==> config.mk <==
export PLATFORM = sky130hd
export DESIGN_NAME = vga_timing_ctrl
export DESIGN_NICKNAME = d
export VERILOG_FILES = /design/src/rtl/vga_timing_pkg.sv /design/src/rtl/vga_axis_counter.sv /design/src/rtl/vga_timing_ctrl.sv
export SDC_FILE = /design/constraint.sdc
export NUM_CORES = 1
export LEC_CHECK = 0
export ABC_CLOCK_PERIOD_IN_PS = 2680
export CORE_MARGIN = 4
export CORE_UTILIZATION = 47
export DETAILED_ROUTE_END_ITERATION = 16
export GPL_ROUTABILITY_DRIVEN = 0
export PLACE_DENSITY = 0.73
export SETUP_SLACK_MARGIN = 0.3
export SYNTH_ARGS = -nofsm -noshare
export SYNTH_HDL_FRONTEND = slang
export SYNTH_HIERARCHICAL = 1
export SYNTH_SLANG_ARGS = --single-unit
==> constraint.sdc <==
create_clock -name PIX_CLK -period 2.68 [get_ports PIX_CLK]
set_clock_uncertainty 0.15 [all_clocks]
set_input_delay 0.804 -clock PIX_CLK [delete_from_list [all_inputs] [get_ports PIX_CLK]]
set_output_delay 0.804 -clock PIX_CLK [all_outputs]
set_load 0.02 [all_outputs]
==> src/rtl/vga_timing_pkg.sv <==
// Shared types and mode constants for the VGA raster timing block.
// Default mode is 1024x768@60.
package vga_timing_pkg;
  localparam int COORD_W = 12;

  typedef logic [COORD_W-1:0] coord_t;

  typedef enum logic [1:0] {IDLE, RUN, STOPPING} state_e;

  localparam int MODE_H_RES    = 1024;
  localparam int MODE_H_FP     = 24;
  localparam int MODE_H_SYNC_W = 136;
  localparam int MODE_H_BP     = 160;
  localparam int MODE_V_RES    = 768;
  localparam int MODE_V_FP     = 3;
  localparam int MODE_V_SYNC_W = 6;
  localparam int MODE_V_BP     = 29;

  localparam bit SYNC_ACTIVE_LOW = 1'b0;
endpackage

==> src/rtl/vga_axis_counter.sv <==
// One raster axis: wrapping position counter with a park value, plus a sync
// flag registered from the next count so it lines up with the count it describes.
module vga_axis_counter
  import vga_timing_pkg::*;
#(
  parameter coord_t TOTAL      = coord_t'(16),
  parameter coord_t PARK       = coord_t'(8),
  parameter coord_t SYNC_START = coord_t'(10),
  parameter coord_t SYNC_END   = coord_t'(13),
  parameter bit     SYNC_POL   = 1'b0
) (
  input  logic   pix_clk,
  input  logic   rst,
  input  logic   park,
  input  logic   start,
  input  logic   inc,
  output coord_t cnt,
  output logic   wrap,
  output logic   sync
);
  coord_t cnt_nxt;

  assign wrap = (cnt == TOTAL - coord_t'(1));

  always_comb begin
    cnt_nxt = cnt;
    if (park)       cnt_nxt = PARK;
    else if (start) cnt_nxt = '0;
    else if (inc)   cnt_nxt = wrap ? '0 : cnt + coord_t'(1);
  end

  // The park value always sits before the sync window, so parking deasserts sync.
  always_ff @(posedge pix_clk) begin
    if (rst) begin
      cnt  <= PARK;
      sync <= ~SYNC_POL;
    end else begin
      cnt  <= cnt_nxt;
      sync <= (cnt_nxt >= SYNC_START && cnt_nxt < SYNC_END) ? SYNC_POL : ~SYNC_POL;
    end
  end
endmodule

==> src/rtl/vga_timing_ctrl.sv <==
// Free-running VGA raster sequencer; starts on ENABLE and only stops at the
// end of a complete frame.
module vga_timing_ctrl
  import vga_timing_pkg::*;
#(
  parameter int H_RES    = MODE_H_RES,
  parameter int H_FP     = MODE_H_FP,
  parameter int H_SYNC_W = MODE_H_SYNC_W,
  parameter int H_BP     = MODE_H_BP,
  parameter int V_RES    = MODE_V_RES,
  parameter int V_FP     = MODE_V_FP,
  parameter int V_SYNC_W = MODE_V_SYNC_W,
  parameter int V_BP     = MODE_V_BP,
  parameter bit SYNC_POL = SYNC_ACTIVE_LOW
) (
  input  logic               PIX_CLK,
  input  logic               RST,
  input  logic               ENABLE,
  output logic [COORD_W-1:0] HORIZONTAL,
  output logic [COORD_W-1:0] VERTICAL,
  output logic               H_SYNC,
  output logic               V_SYNC,
  output logic               LINE_START,
  output logic               FRAME_START,
  output logic               BUSY
);
  localparam int H_TOTAL = H_RES + H_FP + H_SYNC_W + H_BP;
  localparam int V_TOTAL = V_RES + V_FP + V_SYNC_W + V_BP;

  if (H_TOTAL > 4095 || V_TOTAL > 4095 ||
      H_RES < 1 || H_FP < 1 || H_SYNC_W < 1 || H_BP < 1 ||
      V_RES < 1 || V_FP < 1 || V_SYNC_W < 1 || V_BP < 1) begin : g_bad_mode
    $error("vga_timing_ctrl: illegal timing parameters");
  end

  state_e state;
  logic   h_wrap, v_wrap, frame_end, start, count, stop_now;

  assign frame_end = h_wrap & v_wrap;
  assign start     = (state == IDLE) & ENABLE;
  assign count     = (state != IDLE);
  assign stop_now  = (state == STOPPING) & ~ENABLE & frame_end;

  vga_axis_counter #(
    .TOTAL(coord_t'(H_TOTAL)), .PARK(coord_t'(H_RES)),
    .SYNC_START(coord_t'(H_RES + H_FP)), .SYNC_END(coord_t'(H_RES + H_FP + H_SYNC_W)),
    .SYNC_POL(SYNC_POL)
  ) u_h (
    .pix_clk(PIX_CLK), .rst(RST), .park(stop_now), .start(start), .inc(count),
    .cnt(HORIZONTAL), .wrap(h_wrap), .sync(H_SYNC)
  );

  vga_axis_counter #(
    .TOTAL(coord_t'(V_TOTAL)), .PARK(coord_t'(V_RES)),
    .SYNC_START(coord_t'(V_RES + V_FP)), .SYNC_END(coord_t'(V_RES + V_FP + V_SYNC_W)),
    .SYNC_POL(SYNC_POL)
  ) u_v (
    .pix_clk(PIX_CLK), .rst(RST), .park(stop_now), .start(start), .inc(count & h_wrap),
    .cnt(VERTICAL), .wrap(v_wrap), .sync(V_SYNC)
  );

  always_ff @(posedge PIX_CLK) begin
    if (RST) begin
      state       <= IDLE;
      BUSY        <= 1'b0;
      LINE_START  <= 1'b0;
      FRAME_START <= 1'b0;
    end else begin
      case (state)
        IDLE: begin
          state       <= ENABLE ? RUN : IDLE;
          BUSY        <= ENABLE;
          LINE_START  <= ENABLE;
          FRAME_START <= ENABLE;
        end
        default: begin
          // The last frame completes, then the counters park with no new strobe.
          if (stop_now) begin
            state       <= IDLE;
            BUSY        <= 1'b0;
            LINE_START  <= 1'b0;
            FRAME_START <= 1'b0;
          end else begin
            state       <= ENABLE ? RUN : STOPPING;
            BUSY        <= 1'b1;
            LINE_START  <= h_wrap;
            FRAME_START <= frame_end;
          end
        end
      endcase
    end
  end
endmodule

=== Word level (Yosys, flattened, before mapping) ===
Cells that the tools add are included.

* Flip-flop bits (word level): 31
* Bits in latches: 0
* Memory bits (writable): 0
* Memory bits (read-only): 0
* Input bits: 3
* Output and inout bits: 29
* Memories kept: 0

* Add/sub/neg operators: 2
* Multiply operators: 0
* Divide/modulo/power cells: 0
* Magnitude comparators: 4
* Equality and inequality tests: 3
* Shifts and indexed selects: 0
* Mux-type cells: 20
* Bitwise gates (word level): 6
* Reduce and logical (&&, ||, !) cells: 4

{| class="wikitable"
|+ Operators with widths
! operator !! count
|-
| $mux W12 || 8
|-
| $add A12 B1 Y12 const B || 2
|-
| $eq A12 B10 Y1 const B || 1
|-
| $eq A12 B11 Y1 const B || 1
|-
| $ge A12 B10 Y1 const B || 1
|-
| $ge A12 B11 Y1 const B || 1
|-
| $lt A12 B10 Y1 const B || 1
|-
| $lt A12 B11 Y1 const B || 1
|-
| $mux W1 || 9
|-
| $mux W2 || 3
|-
| $and A1 B1 Y1 || 5
|-
| $eq A2 B2 Y1 const B || 1
|-
| $logic_and A1 B1 Y1 || 2
|-
| $logic_not A2 Y1 || 1
|-
| $reduce_bool A2 Y1 || 1
|-
| $not A1 Y1 || 1
|}

=== Logic depth before layout (Yosys ltp) ===
* Word-level depth: 8
* Depth in mapped cells: 13
* Mapped depth without buffers: 11

=== By module ===
Netlist, hierarchy kept.

{| class="wikitable"
|+ By module, submodules not included
! module !! instances !! cells each !! area an instance (µm²)
|-
| vga_axis_counter at u_v || 1 || 96 || 780.7
|-
| vga_axis_counter at u_h || 1 || 85 || 730.7
|-
| vga_timing_ctrl || 1 || 22 || 210.2
|}

=== Least setup slack after synthesis ===
OpenSTA, ideal clock, no wires.

* Path type: reg-to-reg
* Start point: register u_h.cnt[6]
* End point: register u_v.sync
* Arrival: 2.620 ns
* Path slack: -0.218 ns
* Cell stages (with the launch flop): 14
* Clock period less this slack: 2.898 ns
* Cells stage by stage: dfxtp_1 > clkbuf_1 > nor4b_1 > nand3b_1 > or3_1 > inv_1 > and2_1 > buf_2 > nand2_1 > nor2_1 > nand3_1 > xnor2_1 > a221oi_1 > o211ai_2

* Word-level cells in the longest chain between the ends: 8

{| class="wikitable"
|+ Ends and longest elaborated chain
! what !! line !! source
|-
| start, declared || vga_axis_counter.sv:17 || <nowiki>output coord_t cnt,</nowiki>
|-
| start signal, assigned || vga_axis_counter.sv:38 || <nowiki>cnt <= cnt_nxt;</nowiki>
|-
| $eq A12 B11 Y1 * || vga_axis_counter.sv:23 || <nowiki>assign wrap = (cnt == TOTAL - coord_t'(1));</nowiki>
|-
| named net h_wrap || vga_timing_ctrl.sv:37 || <nowiki>logic h_wrap, v_wrap, frame_end, start, count, stop_now;</nowiki>
|-
| $and A1 B1 Y1 || vga_timing_ctrl.sv:58 || <nowiki>.pix_clk(PIX_CLK), .rst(RST), .park(stop_now), .start(start), .inc(count & h_wrap),</nowiki>
|-
| $mux W12 || vga_axis_counter.sv:29 || <nowiki>else if (inc) cnt_nxt = wrap ? '0 : cnt + coord_t'(1);</nowiki>
|-
| $mux W12 || vga_axis_counter.sv:28 || <nowiki>else if (start) cnt_nxt = '0;</nowiki>
|-
| $mux W12 * || vga_axis_counter.sv:27 || <nowiki>if (park) cnt_nxt = PARK;</nowiki>
|-
| $ge A12 B10 Y1 or $lt A12 B10 Y1 (tied branches) || vga_axis_counter.sv:39 || <nowiki>sync <= (cnt_nxt >= SYNC_START && cnt_nxt < SYNC_END) ? SYNC_POL : ~SYNC_POL;</nowiki>
|-
| $logic_and A1 B1 Y1 * || vga_axis_counter.sv:39 ||
|-
| $mux W1 * || vga_axis_counter.sv:39 ||
|-
| end signal, assigned || vga_axis_counter.sv:36 || <nowiki>sync <= ~SYNC_POL;</nowiki>
|-
| end signal, assigned || vga_axis_counter.sv:39 ||
|-
| end, declared || vga_axis_counter.sv:19 || <nowiki>output logic sync</nowiki>
|}

The timed path passes the listed nets; every way through them passes the cells marked *.
A chain may end at the register's enable or synchronous reset.

=== Worst setup path after layout ===
* Start point: register u_h.cnt[9]
* End point: register u_v.sync

Same word-level chain as after synthesis.

==> flow_metrics.tcl <==
set metrics [dict create \
    outcome "completed" \
    setup_viol 0 \
    setup_tns_ns 0 \
    die_w_microns 68.53 \
    antenna_found_initial 0 \
    track_usage_pct 20.31 \
    first_pass_iters 4 \
    synth.avg_cell_area_sq_um 8.481 \
    fp.dieArea_sq_mm 0.004696 \
    final_antenna_net_count 0 \
    irDropWorstVdd_mv 0.2196 \
    synth_top_area_cell "dfxtp_1" \
    async_flop_share_pct 0 \
    path_max_fanout 5 \
    r2r_cells 11 \
    fmax_mhz 383.1 \
    cts_tree "built" \
    synth_edf_count 0 \
    rsz0062_at_grt "true" \
    r2r_setup_slack_ns 0.07 \
    setup_ws_ns 0.06972 \
    rr_startpoint "u_h/cnt[9]$_SDFF_PP0_" \
    synth_nets 209 \
    synth_area_leaders "dfxtp_1, nor2_1, xnor2_1, xor2_1, nand3_1" \
    crit_arrival_ns 2.62 \
    synth-seq-cells 31 \
    drv_cap 0 \
    synth_top_area_share_pct 36.05 \
    leakagePower_nw 1.084 \
    syn-instance-count 203 \
    final_common_cell "buf_4" \
    n_antenna_cell 0 \
    finish.utilization_pct 74.15 \
    start_util_pct 50.02 \
    whs_path_depth 2 \
    grt_max_degree 14 \
    layout-drive-gt1-share_pct 30.45 \
    syn2layout_area_growth_pct 48.26 \
    num_vias 1668 \
    wirelength_mm 4.332 \
    core_sq_mm 0.003442 \
    period_needed_ns 2.610 \
    first_global_vias 1550 \
    worstSetupEndpointType "flop" \
    power_density_mw_per_mm2 405.8 \
    h-tree-depth 2 \
    ys_seq_area_share_pct 36.05 \
    stdcell_area_sq_mm 0.002552 \
    rows 21 \
    tightestPinTransition_ns 0.4064 \
    required_ns 2.69 \
    crit_type "flop to flop" \
    fillers 260 \
    first_iter_violations 102 \
    clk_latency_ns 0.28 \
    nets 271 \
    synthesis.area_sq_mm 0.001722 \
    cts_hold_buf 0 \
    die_h_microns 68.53 \
    overflow 0 \
    clock_tree.root_cell "clkbuf_8" \
    ys_warn_count 6 \
    ys.flop_type "dfxtp_1" \
    crit_path_start_kind "flop" \
    maxSlewHeadroom_pct 72.90 \
    cts.sinks 31 \
    maxSlewViolCount 0 \
    routedWlPerCell_microns 13.88 \
    ioPinCount 32 \
    min_from "u_h/cnt[1]$_SDFF_PP0_" \
    dp_cells 294 \
    synth_cell_types 50 \
    final.period_utilization_pct 97.40 \
    hold_viol 0 \
    dp_hpwl_mm 3.052 \
    hold-path-endpoint "u_h/cnt[1]$_SDFF_PP0_" \
    cts_buffers 5 \
    dp_slack_ns -0.06724 \
    placed_cell_area_sq_mm 0.002242 \
    mostFrequentLayoutCells "buf_4, nor2_1, dfxtp_1, clkdlybuf4s50_1, nand2_1" \
    io_buffers 31 \
    regArea_sq_um 635.6 \
    cts.reportedPaths.clkPinSlew_ns 0.06 \
    drt-vias-per-instance 5.346 \
    cts_max_path_buffers 2 \
    hold_path.class "flop to flop" \
    regToRegEndpoint "u_v/sync$_SDFF_PP1_" \
    multiInputGateArea_sq_mm 0.001125 \
    fin_cells 312 \
    drc 0 \
    grt_pass1_wl_mm 7.051 \
]
[logic make-up after synthesis]
| group | count (synthesis) | synth area share, % |
|---|---|---|
| buffers and inverters | 17 | 5.668 |
| multiplexers | 2 | 1.526 |
| AND/OR/NAND/NOR | 103 | 32.34 |
| AO/OA/AOI/OAI | 24 | 10.54 |
| XOR/XNOR | 23 | 11.70 |
| flip-flops | 31 | 36.05 |
| adder cells (fa/ha/maj) | 3 | 2.180 |
[per-layer routing]
layer | global-route usage (%) | up-vias | share of wire, %
met5 | 0 | - | 0
met4 | 6.700 | 0 | 1.3
met3 | 4.862 | 6 | 4.7
met2 | 32.66 | 40 | 49
met1 | 26.60 | 781 | 45
li1 | - | 841 | -
[synth_stat cells (2+ instances only)]
library cell	number
and4_1	3
and2_1	2
nor4_1	2
nor3_1	4
and3_1	5
a21oi_1	4
nand4_1	8
clkbuf_1	2
ha_1	3
buf_2	3
xor2_1	10
inv_1	8
nand2b_1	4
or3_1	3
a211oi_1	2
nand3_1	10
or2_1	2
dfxtp_1	31
or4_1	2
nor2_1	32
buf_6	4
o21ai_0	4
nand3b_1	4
nand2_1	13
xnor2_1	13
[through the flow]
step | total power, W | hold WS (ns)
after global placement | 0.0005703 | 0.2997
final | 0.001036 | 0.3454
after global routing | 0.001077 | 0.3741
after detailed placement | 0.0005714 | 0.3286
after CTS | 0.001041 | 0.3355
after floorplan | 0.0005370 | 0.2840
[critical path, stage by stage, from the launching register on]
cell	delay, ns
dfxtp_2	0.33
nor4b_4	0.25
nand3b_1	0.14
or3_4	0.36
inv_2	0.06
and2_4	0.17
buf_6	0.11
nand4_1	0.14
xor2_2	0.22
nand3b_1	0.12
a221oi_2	0.33
o211ai_2	0.10
[how the worst max path moves through the flow]
stage,from,to,slack (ns),depth (start not counted)
finish,u_h/cnt[9]$_SDFF_PP0_,u_v/sync$_SDFF_PP1_,0.07,11
floorplan,u_h/cnt[6]$_SDFF_PP0_,u_v/sync$_SDFF_PP1_,0.06,12
CTS,u_h/cnt[7]$_SDFF_PP0_,u_v/sync$_SDFF_PP1_,0.08,11
global placement,ENABLE,u_h/sync$_SDFF_PP1_,-0.05,7
detailed placement,ENABLE,u_h/sync$_SDFF_PP1_,-0.07,7
global route,u_h/cnt[7]$_SDFF_PP0_,u_v/sync$_SDFF_PP1_,-0.11,11
[what timing repair did]
| action | in CTS | in global routing |
|---|---|---|
| buffers inserted | 7 | 3 |
| setup endpoints to repair | 17 | 28 |
| gates resized for setup | 12 | 21 |
| pin swaps | 5 | 7 |
[area by class of cell]
type,count,share of cell area (%)
Inverter,8,1.176
Sequential cell,31,24.90
Tap cell,46,2.255
Clock buffer,6,3.235
Multi-Input combinational cell,155,44.07
Clock inverter,2,1.373
Timing Repair Buffer,64,22.99
[report_power, final]
part,internal [W],switching (W),leakage [nW]
combinational,0.0000458,0.0000435,0.766
sequential,0.000469,0.0000105,0.257
clock,0.000300,0.000167,0.0612
[registers in the layout, indices dropped and copies added (netlist names)]
name / cells
LINE_START: 1
BUSY: 1
FRAME_START: 1
u_v/sync: 1
u_v/cnt: 12
u_h/sync: 1
state: 2
u_h/cnt: 12
(Power assumes the default switching activity.)
